## src/rtl/if_fetch.sv

```systemverilog
`default_nettype none
// +----------------------------------------------------------------------------+
// | Module  : if_fetch                                                         |
// | Brief   : Instruction-fetch bus master feeding the IF pipeline register.   |
// | Revision: 1.0  initial release                                             |
// +----------------------------------------------------------------------------+
module if_fetch #(
  parameter int               ADDR_W   = 30,
  parameter int               DATA_W   = 32,
  parameter logic [DATA_W-1:0] NOP_INSN = 32'h0000_0000,
  parameter int               TIMEOUT  = 255
) (
  input  logic              clk,
  input  logic              rst,
  input  logic [ADDR_W-1:0] if_pc,
  input  logic              stall,
  output logic              bus_req,
  output logic [ADDR_W-1:0] bus_addr,
  input  logic              bus_ack,
  input  logic              bus_err,
  input  logic [DATA_W-1:0] bus_rd_data,
  output logic [DATA_W-1:0] insn,
  output logic              insn_fault,
  output logic              busy
);

  localparam int c_CNT_W = (TIMEOUT > 0) ? (($clog2(TIMEOUT + 1) > 0) ? $clog2(TIMEOUT + 1) : 1) : 1;
  localparam logic [c_CNT_W-1:0] c_CNT_MAX = (TIMEOUT > 0) ? c_CNT_W'(TIMEOUT - 1) : '0;

  typedef enum logic [1:0] {
    S_IDLE   = 2'd0,
    S_ACCESS = 2'd1,
    S_READY  = 2'd2
  } state_t;

  state_t              r_state;
  state_t              w_state_nxt;
  logic [c_CNT_W-1:0]  r_wait_cnt;
  logic [DATA_W-1:0]   r_insn;
  logic                r_fault;
  logic                w_timeout;
  logic                w_term;

  assign bus_addr = if_pc;

  generate
    if (TIMEOUT != 0) begin : g_timeout
      assign w_timeout = (r_wait_cnt == c_CNT_MAX);
    end else begin : g_no_timeout
      assign w_timeout = 1'b0;
    end
  endgenerate

  always_comb begin
    w_state_nxt = r_state;
    bus_req     = 1'b0;
    busy        = 1'b1;
    insn        = r_insn;
    insn_fault  = r_fault;
    w_term      = 1'b0;
    case (r_state)
      S_IDLE: w_state_nxt = S_ACCESS;
      S_ACCESS: begin
        bus_req = 1'b1;
        w_term  = bus_ack | bus_err | w_timeout;
        busy    = ~w_term;
        if (bus_ack) begin
          insn        = bus_rd_data;
          insn_fault  = 1'b0;
          w_state_nxt = stall ? S_READY : S_ACCESS;
        end else if (bus_err || w_timeout) begin
          // Faulted accesses always pass through READY so bus_req drops.
          insn        = NOP_INSN;
          insn_fault  = 1'b1;
          w_state_nxt = S_READY;
        end
      end
      S_READY: begin
        busy = 1'b0;
        if (!stall) w_state_nxt = S_ACCESS;
      end
      default: w_state_nxt = S_IDLE;
    endcase
  end

  always_ff @(posedge clk or negedge rst) begin
    if (!rst) begin
      r_state    <= S_IDLE;
      r_wait_cnt <= '0;
      r_insn     <= NOP_INSN;
      r_fault    <= 1'b0;
    end else begin
      r_state <= w_state_nxt;
      if (w_term) begin
        r_insn     <= insn;
        r_fault    <= insn_fault;
        r_wait_cnt <= '0;
      end else if (r_state == S_ACCESS && r_wait_cnt != c_CNT_MAX) begin
        r_wait_cnt <= r_wait_cnt + 1'b1;
      end
    end
  end

endmodule
`default_nettype wire
```

## config.mk

```make
export PLATFORM = sky130hd
export DESIGN_NAME = if_fetch
export DESIGN_NICKNAME = d
export VERILOG_FILES = /design/src/rtl/if_fetch.sv
export SDC_FILE = /design/constraint.sdc
export NUM_CORES = 1
export LEC_CHECK = 0
export ABC_AREA = 1
export BUFFER_PORTS_ARGS = -buffer_cell sky130_fd_sc_hd__buf_2
export CAP_MARGIN = 15
export CELL_PAD_IN_SITES_DETAIL_PLACEMENT = 0
export CELL_PAD_IN_SITES_GLOBAL_PLACEMENT = 1
export CORE_MARGIN = 10
export CORE_UTILIZATION = 25
export CTS_CLUSTER_DIAMETER = 200
export DETAILED_ROUTE_END_ITERATION = 6
export PLACE_DENSITY_LB_ADDON = 0.1
export SETUP_SLACK_MARGIN = 0.3
export SLEW_MARGIN = 25
export SYNTH_ARGS = -nofsm -noshare
export SYNTH_HDL_FRONTEND = slang
export SYNTH_SLANG_ARGS = --single-unit
```

## constraint.sdc

```tcl
create_clock -name clk -period 1.7 [get_ports clk]
set_input_delay 0.085 -clock clk [delete_from_list [all_inputs] [get_ports clk]]
set_output_delay 0.085 -clock clk [all_outputs]
set_load 0.05 [all_outputs]
```

==> impl_metrics.py, run 1 <==
metrics = {
    "worst_hold_path": {
        "hold_class": "input pin to flip-flop",
        "whs_path_depth": 3,
        "hold_end": "r_insn[0]$_DFFE_PN0N_",
        "hp-start": "bus_rd_data[0]",
    },
    "worst_setup_path": {
        "cp-start-kind": "flip-flop",
        "cp.required_ns": 1.62,
        "arrival_ns": 1.81,
        "reg2regPathDepth": 12,
        "crit_path_end_kind": "output pin",
        "rrSetupSlack_ns": 0.12,
        "r2r_start": "r_wait_cnt[0]$_DFFE_PN0P_",
        "critPathMaxFanout": 8,
        "crit_type": "flip-flop to output pin",
        "reg2reg_to": "r_insn[26]$_DFFE_PN0N_",
    },
    "cells_and_area": {
        "syn2layout_area_growth_pct": 72.7,
        "fill_cells": 837,
        "diodes": 0,
        "fin_util": 0.449,
        "fin_cells": 461,
        "design_area_sq_um": 3960,
        "nets": 421,
        "drive_above_1_share": 0.567,
    },
    "clocking": {
        "htreeDepth": 2,
        "tritoncts": "done",
        "path_clk_slew_ns": 0.09,
        "cts-root-buf": "clkbuf_8",
        "clock_latency_ns": 0.29,
        "cts_buffers": 5,
        "max-clock-path-buffers": 2,
        "clock-sinks": 43,
    },
    "detailed_routing": {
        "finalWirelength_um": 6310,
        "wl_met3_um": 621,
        "dr_wl_met2_um": 3070,
        "drt_iter0_drc": 24,
        "ant_nets": 0,
        "met1_length_um": 2580,
        "vias_per_cell": 4.20,
        "post_drt_wl_per_cell_um": 13.7,
        "highest_layer": "met4",
        "drc": 0,
        "via_count": 1938,
        "drt_pass1_iterations": 4,
    },
    "global_route": {
        "grt_pass1_wl_um": 10400,
        "grt-ovfl-total": 0,
        "grt_max_degree": 31,
        "grt_usage": 0.0980,
        "grt_pass1_vias": 2092,
        "antenna_found_initial": 1,
    },
    "outcome": {
        "failed_checks": "negative setup slack",
        "status": "finished with violations",
    },
    "floorplan": {
        "die_area_sq_um": 13400,
        "ios": 132,
        "chipWidth_um": 116,
        "initial_core_util": 0.260,
        "core_area_sq_um": 8810,
        "rows": 34,
        "die_h_um": 116,
    },
    "yosys": {
        "ys_ff_latch": 43,
        "synthesis.nets": 355,
        "synth_edf_count": 0,
        "yosys.area.top_type": "dfrtp_1",
        "seq_area_frac_synth": 0.469,
        "ys_top_cells_by_area": "dfrtp_1 (47%), nand2_1 (23%), buf_4 (11%), nand2_2 (3.0%), nand2_4 (2.5%)",
        "yosys_most_used_dff": "dfrtp_1",
        "synthArstFlopShare": 1.00,
        "syn_inst": 286,
        "synth_top_area_frac": 0.469,
        "ys_warn_count": 0,
        "syn_area_per_cell_sq_um": 8.01,
        "synth_most_common_cell": "nand2_1",
        "ys_types": 21,
        "ys_top_cells_by_count": "nand2_1 (142), dfrtp_1 (43), buf_4 (33), nor2_1 (13), inv_1 (12)",
        "netlist_area_sq_um": 2290,
    },
    "sta": {
        "fin_worst_skew_ns": 0.00756,
        "fmax_mhz": 529,
        "tightest_slew_ns": 0.513,
        "maxSlewHeadroom": 0.658,
        "rsz0062_at_grt": "true",
        "tns_ns": -5.30,
        "setup_viol": 33,
        "whs_ns": 0.0448,
        "layout_min_cycle_time_ns": 1.89,
        "post-route-period-util": 1.11,
        "fin_ws_ns": -0.190,
        "hold_viol": 0,
        "report.final.slew_viol_count": 0,
    },
    "pwr": {
        "p_leak_nw": 1.96,
        "power.density_nw_per_um2": 2200,
        "ir_worst_vdd_v": 0.00107,
        "power_mw": 8.72,
    },
    "placement": {
        "pre_cts_ws_ns": 0.0448,
        "gp_congestion": 0.746,
        "io_buffers": 71,
        "dp_cells": 440,
        "dpl_cell_area_sq_um": 3000,
        "dp_hpwl_um": 4450,
    },
    "flow_run": {
        "drv_cap": 0,
    },
}
[cell families after synthesis]
| kind of cell | share of synthesized area |
|---|---|
| AO/OA/AOI/OAI | 0.0246 |
| adder cells (fa/ha/maj) | 0.0109 |
| flip-flops | 0.469 |
| AND/OR/NAND/NOR | 0.347 |
| buffers and inverters | 0.148 |
[repair_timing]
action	CTS	global route
setup endpoints to repair	71	72
endpoints found under the hold margin	19	0
buffers inserted	4	5
pin swaps	10	3
hold buffers	1	0
cloned	2	1
gates resized for setup	135	48
[critical path: stages (launching register included)]
cell and delay (ns):
dfrtp_1 0.40, inv_2 0.08, ha_4 0.13, nand2_4 0.05, nor2_4 0.09, nand2_2 0.08, nand2_4 0.09, nand2_8 0.10
buf_12 0.20, nand2_8 0.08, nand2_8 0.05, buf_8 0.15
[layout by cell type (no fill, tap or decap), types with 2 or more instances in the layout]
cell type,count
nor2_1,10
nand2_1,74
nand2_8,28
o21ai_0,3
inv_2,2
buf_6,16
nor2_4,6
buf_12,4
inv_1,10
buf_16,2
nand2_2,18
clkbuf_8,5
dfrtp_1,43
buf_2,36
nand4_1,2
buf_8,24
nand2_4,38
nand3_1,4
buf_4,11
a21boi_0,2
nor2_2,2
[worst max path at each step]
stage	slack, ns	endpoint	startpoint	cells past startpoint
2_1_floorplan	0.21	insn[10]	r_state[0]$_DFFE_PN0P_	6
3_3_place_gp	0.06	insn[16]	r_wait_cnt[0]$_DFFE_PN0P_	11
3_5_place_dp	0.04	insn[26]	r_wait_cnt[0]$_DFFE_PN0P_	11
4_1_cts	-0.19	insn[3]	r_wait_cnt[1]$_DFFE_PN0P_	10
5_1_grt	-0.31	insn[2]	r_wait_cnt[0]$_DFFE_PN0P_	11
6_report	-0.19	insn[3]	r_wait_cnt[0]$_DFFE_PN0P_	11
[power by group]
group | total (mW) | switching, mW | internal (mW)
Clock | 0.657 | 0.369 | 0.288
Sequential | 1.83 | 0.428 | 1.40
Combinational | 6.23 | 3.64 | 2.59
[per-layer routing]
metal  vias to the layer above  GRT usage
met2                        65      0.163
met4                         0     0.0267
li1                        973          -
met3                         4     0.0532
met5                         -          0
met1                       896      0.107
[flip-flops by register name, summed over array words and instances, names as in the netlist]
signal,flops
r_fault,1
r_insn,32
r_state,2
r_wait_cnt,8
[final cells by class]
| cell class | count | area, sq um | area share |
|---|---|---|---|
| clock buffers | 6 | 72.6 | 0.0183 |
| inverters | 13 | 51.3 | 0.0130 |
| clock inverters | 2 | 12.5 | 0.00316 |
| multi-input cells | 194 | 1640 | 0.414 |
| repair buffers | 95 | 973 | 0.246 |
| flip-flops and latches | 43 | 1080 | 0.272 |
| well taps | 108 | 135 | 0.0341 |
No activity file was read; power rests on OpenSTA's default activity.
==> run 2, diff against run 1 <==
Settings changed: SKIP_LAST_GASP set to 1.
==> impl_metrics.py, run 2 (synthesis gave the netlist of run 1 again) <==
metrics = {
    "cells_and_area": {
        "design_area_sq_um": 3920,
        "top_regs": "r_insn x32, r_wait_cnt x8, r_state x2",
        "fill_cells": 839,
        "layout_common_cells": "nand2_1 (76), dfrtp_1 (43), nand2_4 (37)",
        "largest_reg_flops": 32,
        "nets": 421,
        "largest_register": "r_insn",
        "drive_above_1_share": 0.561,
        "diodes": 0,
        "syn2layout_area_growth_pct": 71.0,
        "fin_cells": 461,
        "layout_commonest_cell": "nand2_1",
    },
    "worst_setup_path": {
        "critPathSlowestCell": "dfrtp_1",
        "critPathMaxFanout": 8,
        "cp_top_family": "simple AND/OR/NAND/NOR gates",
        "path_buf_inv": 3,
        "reg2reg_to": "r_insn[26]$_DFFE_PN0N_",
        "cp.required_ns": 1.62,
        "cp-start-kind": "flip-flop",
        "worstPathCellList": "inv_2, ha_4, nand2_4, nor2_4, nand2_2, nand2_4, nand2_8, buf_12, nand2_8, nand2_8, buf_8",
        "max_stage_delay_ns": 0.40,
        "r2r_start": "r_wait_cnt[0]$_DFFE_PN0P_",
        "reg2regPathDepth": 12,
        "arrival_ns": 1.81,
        "path_common_cell": "nand2_8",
        "crit_path_end_kind": "output pin",
        "rrSetupSlack_ns": 0.12,
        "crit_type": "flip-flop to output pin",
    },
    "floorplan": {
        "core_area_sq_um": 8810,
        "die_h_um": 116,
        "chipWidth_um": 116,
        "initial_core_util": 0.260,
        "ios": 132,
        "die_area_sq_um": 13400,
        "rows": 34,
    },
    "sta": {
        "post-route-period-util": 1.11,
        "setup_viol": 33,
        "fin_worst_skew_ns": 0.00880,
        "fmax_mhz": 529,
        "report.final.slew_viol_count": 0,
        "fin_ws_ns": -0.192,
        "rsz0062_at_grt": "true",
        "whs_ns": 0.0449,
        "layout_min_cycle_time_ns": 1.89,
        "hold_viol": 0,
        "tightest_slew_ns": 0.499,
        "maxSlewHeadroom": 0.667,
    },
    "detailed_routing": {
        "via_count": 1936,
        "met1_length_um": 2500,
        "finalWirelength_um": 6250,
        "drt_iter0_drc": 30,
        "drt_pass1_iterations": 4,
        "post_drt_wl_per_cell_um": 13.5,
        "wl_met3_um": 601,
        "highest_layer": "met4",
        "dr_wl_met2_um": 3100,
        "vias_per_cell": 4.20,
        "drc": 0,
        "ant_nets": 0,
    },
    "worst_hold_path": {
        "hold_end": "r_insn[0]$_DFFE_PN0N_",
        "hold_class": "input pin to flip-flop",
        "hp-start": "bus_rd_data[0]",
        "whs_path_depth": 3,
    },
    "placement": {
        "gp_congestion": 0.746,
        "dp_cells": 440,
        "dpl_cell_area_sq_um": 3000,
        "io_buffers": 71,
        "dp_hpwl_um": 4450,
    },
    "outcome": {
        "status": "finished with violations",
        "failed_checks": "negative setup slack",
    },
    "clocking": {
        "clock-sinks": 43,
        "cts_buffers": 5,
        "tritoncts": "done",
        "path_clk_slew_ns": 0.08,
        "max-clock-path-buffers": 2,
        "clock_latency_ns": 0.30,
        "cts-root-buf": "clkbuf_8",
        "htreeDepth": 2,
    },
    "pwr": {
        "p_leak_nw": 1.94,
        "clock_power_share": 0.076,
        "switching_power_mw": 4.39,
        "seq_power_share": 0.211,
        "ir_worst_vdd_v": 0.00109,
        "switching_share": 0.509,
        "p_comb_frac": 0.713,
        "internal_power_mw": 4.23,
        "power.density_nw_per_um2": 2200,
    },
    "global_route": {
        "grt_usage": 0.0978,
        "grt_max_degree": 31,
        "grt_pass1_vias": 2085,
        "grt_pass1_wl_um": 10400,
        "antenna_found_initial": 1,
        "grt-ovfl-total": 0,
    },
    "flow_run": {
        "drv_cap": 0,
    },
}
==> run 2: cell types whose count changed in the layout (fill, tap and decap cells not counted) <==
cell,before,now
buf_6,16,18
nand2_8,28,27
buf_4,11,12
nand2_4,38,37
buf_8,24,21
nand2_1,74,76
==> run 2: per-stage QoR <==
step,worst slack (ns),power [mW],setup TNS [ns],utilization
2_1_floorplan,0.212,5.23,0,-
3_3_place_gp,0.0638,5.98,0,0.341
3_5_place_dp,0.0448,6.00,0,0.341
4_1_cts,-0.195,8.15,-5.15,0.414
5_1_grt,-0.310,9.15,-9.34,0.445
6_report,-0.192,8.62,-5.34,0.445
==> run 2: worst max path at each step <==
stage                                    startpoint       end  slack, ns  depth (start not counted)
after floorplan              r_state[0]$_DFFE_PN0P_  insn[10]       0.21                          6
after global placement    r_wait_cnt[0]$_DFFE_PN0P_  insn[16]       0.06                         11
after detailed placement  r_wait_cnt[0]$_DFFE_PN0P_  insn[26]       0.04                         11
after CTS                 r_wait_cnt[0]$_DFFE_PN0P_  insn[27]      -0.20                         11
after global routing      r_wait_cnt[0]$_DFFE_PN0P_   insn[2]      -0.31                         11
final                     r_wait_cnt[0]$_DFFE_PN0P_   insn[3]      -0.19                         11
==> run 2: final cells by class <==
cell class	instances	area, sq um	share of cell area
clock inverter	2	12.5	0.00319
timing repair buffer	95	958	0.245
sequential	43	1080	0.275
tap	108	135	0.0345
multi-input combinational	194	1610	0.412
inverter	13	51.3	0.0131
clock buffer	6	72.6	0.0185
==> run 2: routing by layer <==
metal	GRT usage	vias up
met5	0	-
met2	0.162	65
met3	0.0522	4
li1	-	971
met4	0.0267	0
met1	0.107	896
==> run 2: power by group through the flow <==
stage	clock network, mW	logic, mW	registers, mW
after floorplan	0	3.62	1.61
after global placement	0	4.35	1.62
after detailed placement	0	4.37	1.62
after CTS	0.704	5.72	1.72
after global routing	0.747	6.54	1.86
final	0.659	6.14	1.82
==> run 2: timing repair <==
| action | CTS | global route |
|---|---|---|
| pin swaps | 10 | 1 |
| cloned | 2 | 1 |
| gates resized for setup | 132 | 42 |
| hold buffers | 1 | 0 |
| endpoints found under the hold margin | 19 | 0 |
| buffers inserted | 4 | 5 |
| setup endpoints to repair | 71 | 72 |
==> run 2: worst reg2reg max path: stages, from the launching register on <==
cell	delay [ns]
dfrtp_1	0.40
inv_2	0.08
ha_4	0.13
nand2_4	0.05
nor2_4	0.10
nand2_2	0.08
nand2_4	0.09
nand2_8	0.10
buf_16	0.19
nand2_8	0.07
buf_6	0.09
buf_6	0.07
nand2_1	0.03
